### src/rtl/sop_pkg.sv
// Shared constants, FSM state type and saturating arithmetic for the
// int_sop_2 chain consumer.
package sop_pkg;

    localparam int SOP_RES_W     = 37;
    localparam int SOP_CHAIN_LAT = 3;

    typedef enum logic [1:0] {
        IDLE  = 2'd0,
        ACCUM = 2'd1,
        HOLD  = 2'd2
    } sop_state_e;

    typedef struct packed {
        logic               sat;
        logic signed [63:0] sum;
    } sat_res_t;

    // Adds two sign-extended operands one bit wider than the 64-bit carrier,
    // then clamps to the signed range of a w-bit result (w <= 63).
    function automatic sat_res_t sat_add(input logic signed [63:0] a,
                                         input logic signed [63:0] b,
                                         input int                 w);
        logic signed [64:0] s;
        logic signed [64:0] hi;
        logic signed [64:0] lo;
        sat_res_t           r;
        s  = 65'(a) + 65'(b);
        hi = (65'sd1 <<< (w - 1)) - 65'sd1;
        lo = -(65'sd1 <<< (w - 1));
        if (s > hi) begin
            r.sat = 1'b1;
            r.sum = hi[63:0];
        end else if (s < lo) begin
            r.sat = 1'b1;
            r.sum = lo[63:0];
        end else begin
            r.sat = 1'b0;
            r.sum = s[63:0];
        end
        return r;
    endfunction

endpackage

### src/rtl/sop_valid_delay.sv
// Fixed-depth valid shift register that lines the issue strobe up with the
// chain result; it never stalls.
module sop_valid_delay #(
    parameter int LAT = 3
) (
    input  logic clk,
    input  logic reset,
    input  logic din,
    output logic dout
);

    logic [LAT-1:0] shift_reg;

    generate
        if (LAT == 1) begin : g_single
            always_ff @(posedge clk or negedge reset) begin
                if (!reset) shift_reg <= '0;
                else        shift_reg <= din;
            end
        end else begin : g_multi
            always_ff @(posedge clk or negedge reset) begin
                if (!reset) shift_reg <= '0;
                else        shift_reg <= {shift_reg[LAT-2:0], din};
            end
        end
    endgenerate

    assign dout = shift_reg[LAT-1];

endmodule

### src/rtl/sop_chain_accumulator.sv
// Accumulates signed chain results over a programmed number of taps and
// presents the saturated dot product on a valid/ready port.
module sop_chain_accumulator
    import sop_pkg::*;
#(
    parameter int IN_W      = SOP_RES_W,
    parameter int ACC_W     = 48,
    parameter int LEN_W     = 10,
    parameter int CHAIN_LAT = SOP_CHAIN_LAT
) (
    input  logic                    clk,
    input  logic                    reset,
    input  logic                    start,
    input  logic [LEN_W-1:0]        vec_len,
    input  logic                    issue_valid,
    input  logic signed [IN_W-1:0]  chain_result,
    output logic                    busy,
    output logic                    out_valid,
    input  logic                    out_ready,
    output logic signed [ACC_W-1:0] out_data,
    output logic                    out_sat,
    output logic                    drop_err
);

    sop_state_e              state_reg;
    logic signed [ACC_W-1:0] acc_reg;
    logic signed [ACC_W-1:0] out_data_reg;
    logic [LEN_W-1:0]        len_reg;
    logic [LEN_W-1:0]        count_reg;
    logic                    sat_reg;
    logic                    out_sat_reg;
    logic                    drop_err_reg;
    logic                    tap_valid;
    logic                    last_tap;
    sat_res_t                add_res;
    logic signed [ACC_W-1:0] sum_next;
    logic                    sat_next;
    logic                    unused_sum_hi;

    sop_valid_delay #(
        .LAT (CHAIN_LAT)
    ) u_valid_delay (
        .clk   (clk),
        .reset (reset),
        .din   (issue_valid),
        .dout  (tap_valid)
    );

    always_comb begin
        add_res = sat_add(64'(acc_reg), 64'(chain_result), ACC_W);
    end

    assign sum_next      = add_res.sum[ACC_W-1:0];
    assign sat_next      = sat_reg | add_res.sat;
    assign unused_sum_hi = ^add_res.sum[63:ACC_W];
    assign last_tap      = (count_reg == len_reg - LEN_W'(1));

    always_ff @(posedge clk or negedge reset) begin
        if (!reset) begin
            state_reg    <= IDLE;
            acc_reg      <= '0;
            out_data_reg <= '0;
            len_reg      <= '0;
            count_reg    <= '0;
            sat_reg      <= 1'b0;
            out_sat_reg  <= 1'b0;
            drop_err_reg <= 1'b0;
        end else begin
            // A tap outside ACCUM has no vector to join; it is flagged and lost.
            if (tap_valid && state_reg != ACCUM) drop_err_reg <= 1'b1;

            case (state_reg)
                IDLE: begin
                    if (start) begin
                        len_reg   <= vec_len;
                        acc_reg   <= '0;
                        count_reg <= '0;
                        sat_reg   <= 1'b0;
                        if (vec_len == '0) begin
                            out_data_reg <= '0;
                            out_sat_reg  <= 1'b0;
                            state_reg    <= HOLD;
                        end else begin
                            state_reg <= ACCUM;
                        end
                    end
                end
                ACCUM: begin
                    if (tap_valid) begin
                        acc_reg   <= sum_next;
                        sat_reg   <= sat_next;
                        count_reg <= count_reg + LEN_W'(1);
                        if (last_tap) begin
                            out_data_reg <= sum_next;
                            out_sat_reg  <= sat_next;
                            state_reg    <= HOLD;
                        end
                    end
                end
                HOLD: begin
                    if (out_ready) state_reg <= IDLE;
                end
                default: state_reg <= IDLE;
            endcase
        end
    end

    assign busy      = (state_reg != IDLE);
    assign out_valid = (state_reg == HOLD);
    assign out_data  = out_data_reg;
    assign out_sat   = out_sat_reg;
    assign drop_err  = drop_err_reg;

endmodule

### config.mk
export PLATFORM = sky130hd
export DESIGN_NAME = sop_chain_accumulator
export DESIGN_NICKNAME = d
export VERILOG_FILES = /design/src/rtl/sop_pkg.sv /design/src/rtl/sop_valid_delay.sv /design/src/rtl/sop_chain_accumulator.sv
export SDC_FILE = /design/constraint.sdc
export NUM_CORES = 1
export LEC_CHECK = 0
export CORE_MARGIN = 2
export CORE_UTILIZATION = 40
export DETAILED_ROUTE_END_ITERATION = 12
export GPL_TIMING_DRIVEN = 0
export PLACE_DENSITY_LB_ADDON = 0.08
export SLEW_MARGIN = 0
export SYNTH_ARGS = -nofsm -noshare
export SYNTH_HDL_FRONTEND = slang
export SYNTH_HIERARCHICAL = 1
export SYNTH_SLANG_ARGS = --single-unit
### constraint.sdc
create_clock -name clk -period 8.1 [get_ports clk]
set_clock_uncertainty 0.15 [all_clocks]
set_input_delay 1.62 -clock clk [delete_from_list [all_inputs] [get_ports clk]]
set_output_delay 1.62 -clock clk [all_outputs]
set_load 0.01 [all_outputs]
==> results of run 1 <==
==> worst min path at each step <==
stage | slack (ns) | depth (start not counted) | to
2_1_floorplan | 0.18 | 0 | u_valid_delay/shift_reg[1]
3_3_place_gp | 0.19 | 0 | u_valid_delay/shift_reg[1]
3_5_place_dp | 0.19 | 0 | u_valid_delay/shift_reg[2]
4_1_cts | 0.20 | 0 | u_valid_delay/shift_reg[2]
5_1_grt | 0.21 | 0 | u_valid_delay/shift_reg[1]
6_report | 0.20 | 0 | u_valid_delay/shift_reg[2]
==> cells in the final DEF, fill, tap and decap left out, types with 9 or more instances in the layout <==
cell type        count
nand3_1             16
clkbuf_1            29
inv_1               16
nand2_1            171
clkbuf_16           17
a21o_1              10
dfrtp_1            124
nand4_1             16
o21ai_0            122
o211ai_1             9
clkdlybuf4s50_1    102
xor2_1              25
o21a_1               9
and3_1               9
ha_1                50
a21oi_1             98
a22o_1              16
xnor2_1             35
nor3_1              12
nor2_1              59
buf_2               14
==> cell families (layout without fill, tap and decap cells) <==
group                      after synthesis  count (layout)  share of synthesized area, %
adders and majority gates               54              54                          8.26
DFF                                    124             124                          37.8
buffers and inverters                   64             200                          3.37
xor gates and xnor gates                60              60                          6.40
muxes                                    3               3                         0.366
AOI/OAI and AO/OA                      337             337                          25.5
and+or+nand+nor                        334             334                          18.4
==> layout make-up <==
class / instances / area share (%)
clock inverters: 12 / 1.77
inverters: 16 / 0.585
repair buffers: 104 / 10.3
clock buffers: 20 / 4.55
flip-flops and latches: 124 / 30.2
plain buffers: 48 / 2.11
well taps: 270 / 3.29
multi-input cells: 788 / 47.1
==> power by group through the flow <==
stage	Combinational, mW	Clock [mW]	Sequential (mW)
2_1_floorplan	1.65	0	0.963
3_3_place_gp	2.35	0	0.979
3_5_place_dp	2.37	0	0.980
4_1_cts	2.39	0.862	0.974
5_1_grt	2.66	0.895	1.00
6_report	2.40	0.851	0.973
==> metrics by stage <==
stage	std cells	instance area, um2	power (mW)	utilization [%]
floorplan	976	8210	2.62	-
global placement	1349	9580	3.33	47.5
detailed placement	1350	9610	3.35	47.6
CTS	1382	10300	4.22	50.9
global route	1382	10300	4.55	50.9
finish	1382	10300	4.22	50.9
==> metal layers <==
metal | routed length, um | vias up | GRT usage (%) | part of all wire (%)
met5 | 0 | - | 0 | 0
met4 | 302 | 0 | 5.82 | 1.2
met3 | 1030 | 25 | 4.01 | 4.1
met2 | 11800 | 204 | 39.1 | 47
met1 | 12200 | 3700 | 33.6 | 48
li1 | - | 3782 | - | -
==> flow_metrics.py, run 1 <==
metrics = {
    "critical_path": {
        "r2r_start": "acc_reg[0]",
        "rrSetupSlack_ns": 3.93,
        "startpoint": "chain_result[36]",
        "r2r_end": "acc_reg[25]",
        "cp.arrival_ns": 5.80,
        "path_cells": "clkdlybuf4s50_1, ha_1, clkbuf_1, nand2_1, o21ai_0, a21o_1, a21oi_1, o21bai_1, o311a_1, buf_2, buf_2, a21oi_1, o21ai_0",
        "end_kind": "flip-flop",
        "reg2regPathDepth": 14,
        "critical-path-top-delay-family": "compound AO/OA/AOI/OAI gates",
        "max_stage_delay_ns": 0.74,
        "crit_required_ns": 8.30,
        "slowest_stage": "clkdlybuf4s50_1",
        "cp-start-kind": "input pin",
        "crit_path_max_fanout": 12,
        "path_buf_inv": 4,
        "worstSetupEndpoint": "acc_reg[25]",
        "path_depth": 13,
        "critPathKind": "in2reg",
    },
    "place": {
        "port_buffers": 103,
        "post-place-ws_ns": 2.13,
        "place_hpwl_um": 19300,
        "gp_congestion": 0.930,
    },
    "global_route": {
        "grt_first_pass_wirelength_um": 41200,
        "grt_overflow": 0,
        "first_global_vias": 7677,
        "grt_usage_pct": 24.1,
        "grt_start_max_net_pins": 78,
        "antenna_found_initial": 0,
    },
    "detailed_routing": {
        "first_iter_violations": 492,
        "totalWireLength_um": 25300,
        "ant_nets": 0,
        "drc_errors": 0,
        "drt_pass1_iterations": 5,
        "wire_per_inst_um": 18.3,
        "vias": 7711,
        "via_per_inst": 5.58,
    },
    "final_layout": {
        "drive_above_1_share_pct": 6.29,
        "multi_input_area_um2": 4830,
        "ff_latch_area_um2": 3100,
        "fin_nets": 1202,
        "fillers": 1978,
        "diodes": 0,
        "area_growth_pct": 24.9,
    },
    "logic_synthesis": {
        "synth_area_leaders": "dfrtp_1, nand2_1, ha_1",
        "ys_top_cells_by_count": "nand2_1, dfrtp_1, o21ai_0, a21oi_1, nor2_1",
        "ys_types": 72,
        "syn_area_um2": 8210,
        "synth_edf_count": 0,
        "yosysMostFrequentCell": "nand2_1",
        "syn-num-nets": 1079,
        "async_flop_share_pct": 100,
        "synth_cells": 976,
        "ys_seq_area_share_pct": 37.8,
        "yosysWarnings": 6,
        "synth_top_area_share_pct": 37.8,
        "yosys.area.top_type": "dfrtp_1",
        "ys_ff_latch": 124,
        "syn_area_per_cell_um2": 8.41,
        "synth_top_flop_cell": "dfrtp_1",
    },
    "power_and_ir_drop": {
        "p_per_area_nw_per_um2": 411,
        "clkPwrFrac_pct": 20.2,
        "p_leak_nw": 4.45,
        "irDropWorstVdd_v": 0.000181,
        "p_int_mw": 2.29,
        "switching_share_pct": 45.9,
        "power_switching_mw": 1.94,
        "combPwrFrac_pct": 56.8,
        "seqPwrFrac_pct": 23.1,
    },
    "timing": {
        "period_minus_slack_ns": 5.60,
        "tightest_slew_ns": 0.830,
        "finalMaxSlewViolations": 0,
        "rsz0062_at_grt": "no",
        "whs_ns": 0.197,
        "setup_viol": 0,
        "layout_setup_ws_ns": 2.50,
        "max_freq_mhz": 178,
        "fin_setup_tns_ns": 0,
        "relSlewSlack_pct": 44.7,
        "finalCritPeriodShare_pct": 69.2,
        "hold_viol_final": 0,
    },
    "clocking": {
        "clkSinkCount": 124,
        "clockBufferDepth": 2,
        "clkTransAtPathRegs_ns": 0.06,
        "htree_num_levels": 4,
        "ctsHoldBuffers": 0,
        "clk_latency_ns": 0.44,
        "cts_tree": "done",
        "cts_resized": 0,
        "numCtsBuffers": 17,
        "cts_setup_buffers": 0,
        "clockRootBuffer": "clkbuf_16",
    },
    "floorplan": {
        "start_util_pct": 40.7,
        "fp-row-count": 52,
        "ios": 104,
        "dieArea_um2": 21700,
        "die_height_um": 147,
        "dieWidth_um": 147,
        "fp.coreArea_um2": 20200,
    },
    "worst_hold_path": {
        "min_from": "u_valid_delay/shift_reg[1]",
        "hp-class": "reg2reg",
    },
    "flow_run": {
        "cap_violations": 0,
    },
    "status": {
        "outcome": "completed",
    },
}
(Power assumes the default switching activity.)
==> run 2, diff against run 1 <==
==> constraint.sdc (replaced) <==
create_clock -name clk -period 5.35 [get_ports clk]
set_clock_uncertainty 0.15 [all_clocks]
set_input_delay 1.07 -clock clk [delete_from_list [all_inputs] [get_ports clk]]
set_output_delay 1.07 -clock clk [all_outputs]
set_load 0.01 [all_outputs]
==> results of run 2 <==
The final DEF is identical to that of run 1. Status: completed.
Among the figures that moved: setup slack after placement 2.13 ns -> -0.0735 ns; setup slack after layout 2.50 ns -> 0.297 ns; register-to-register setup slack 3.93 ns -> 1.18 ns; total power 4.22 mW -> 6.39 mW; worst IR drop on VDD 0.000181 V -> 0.000273 V
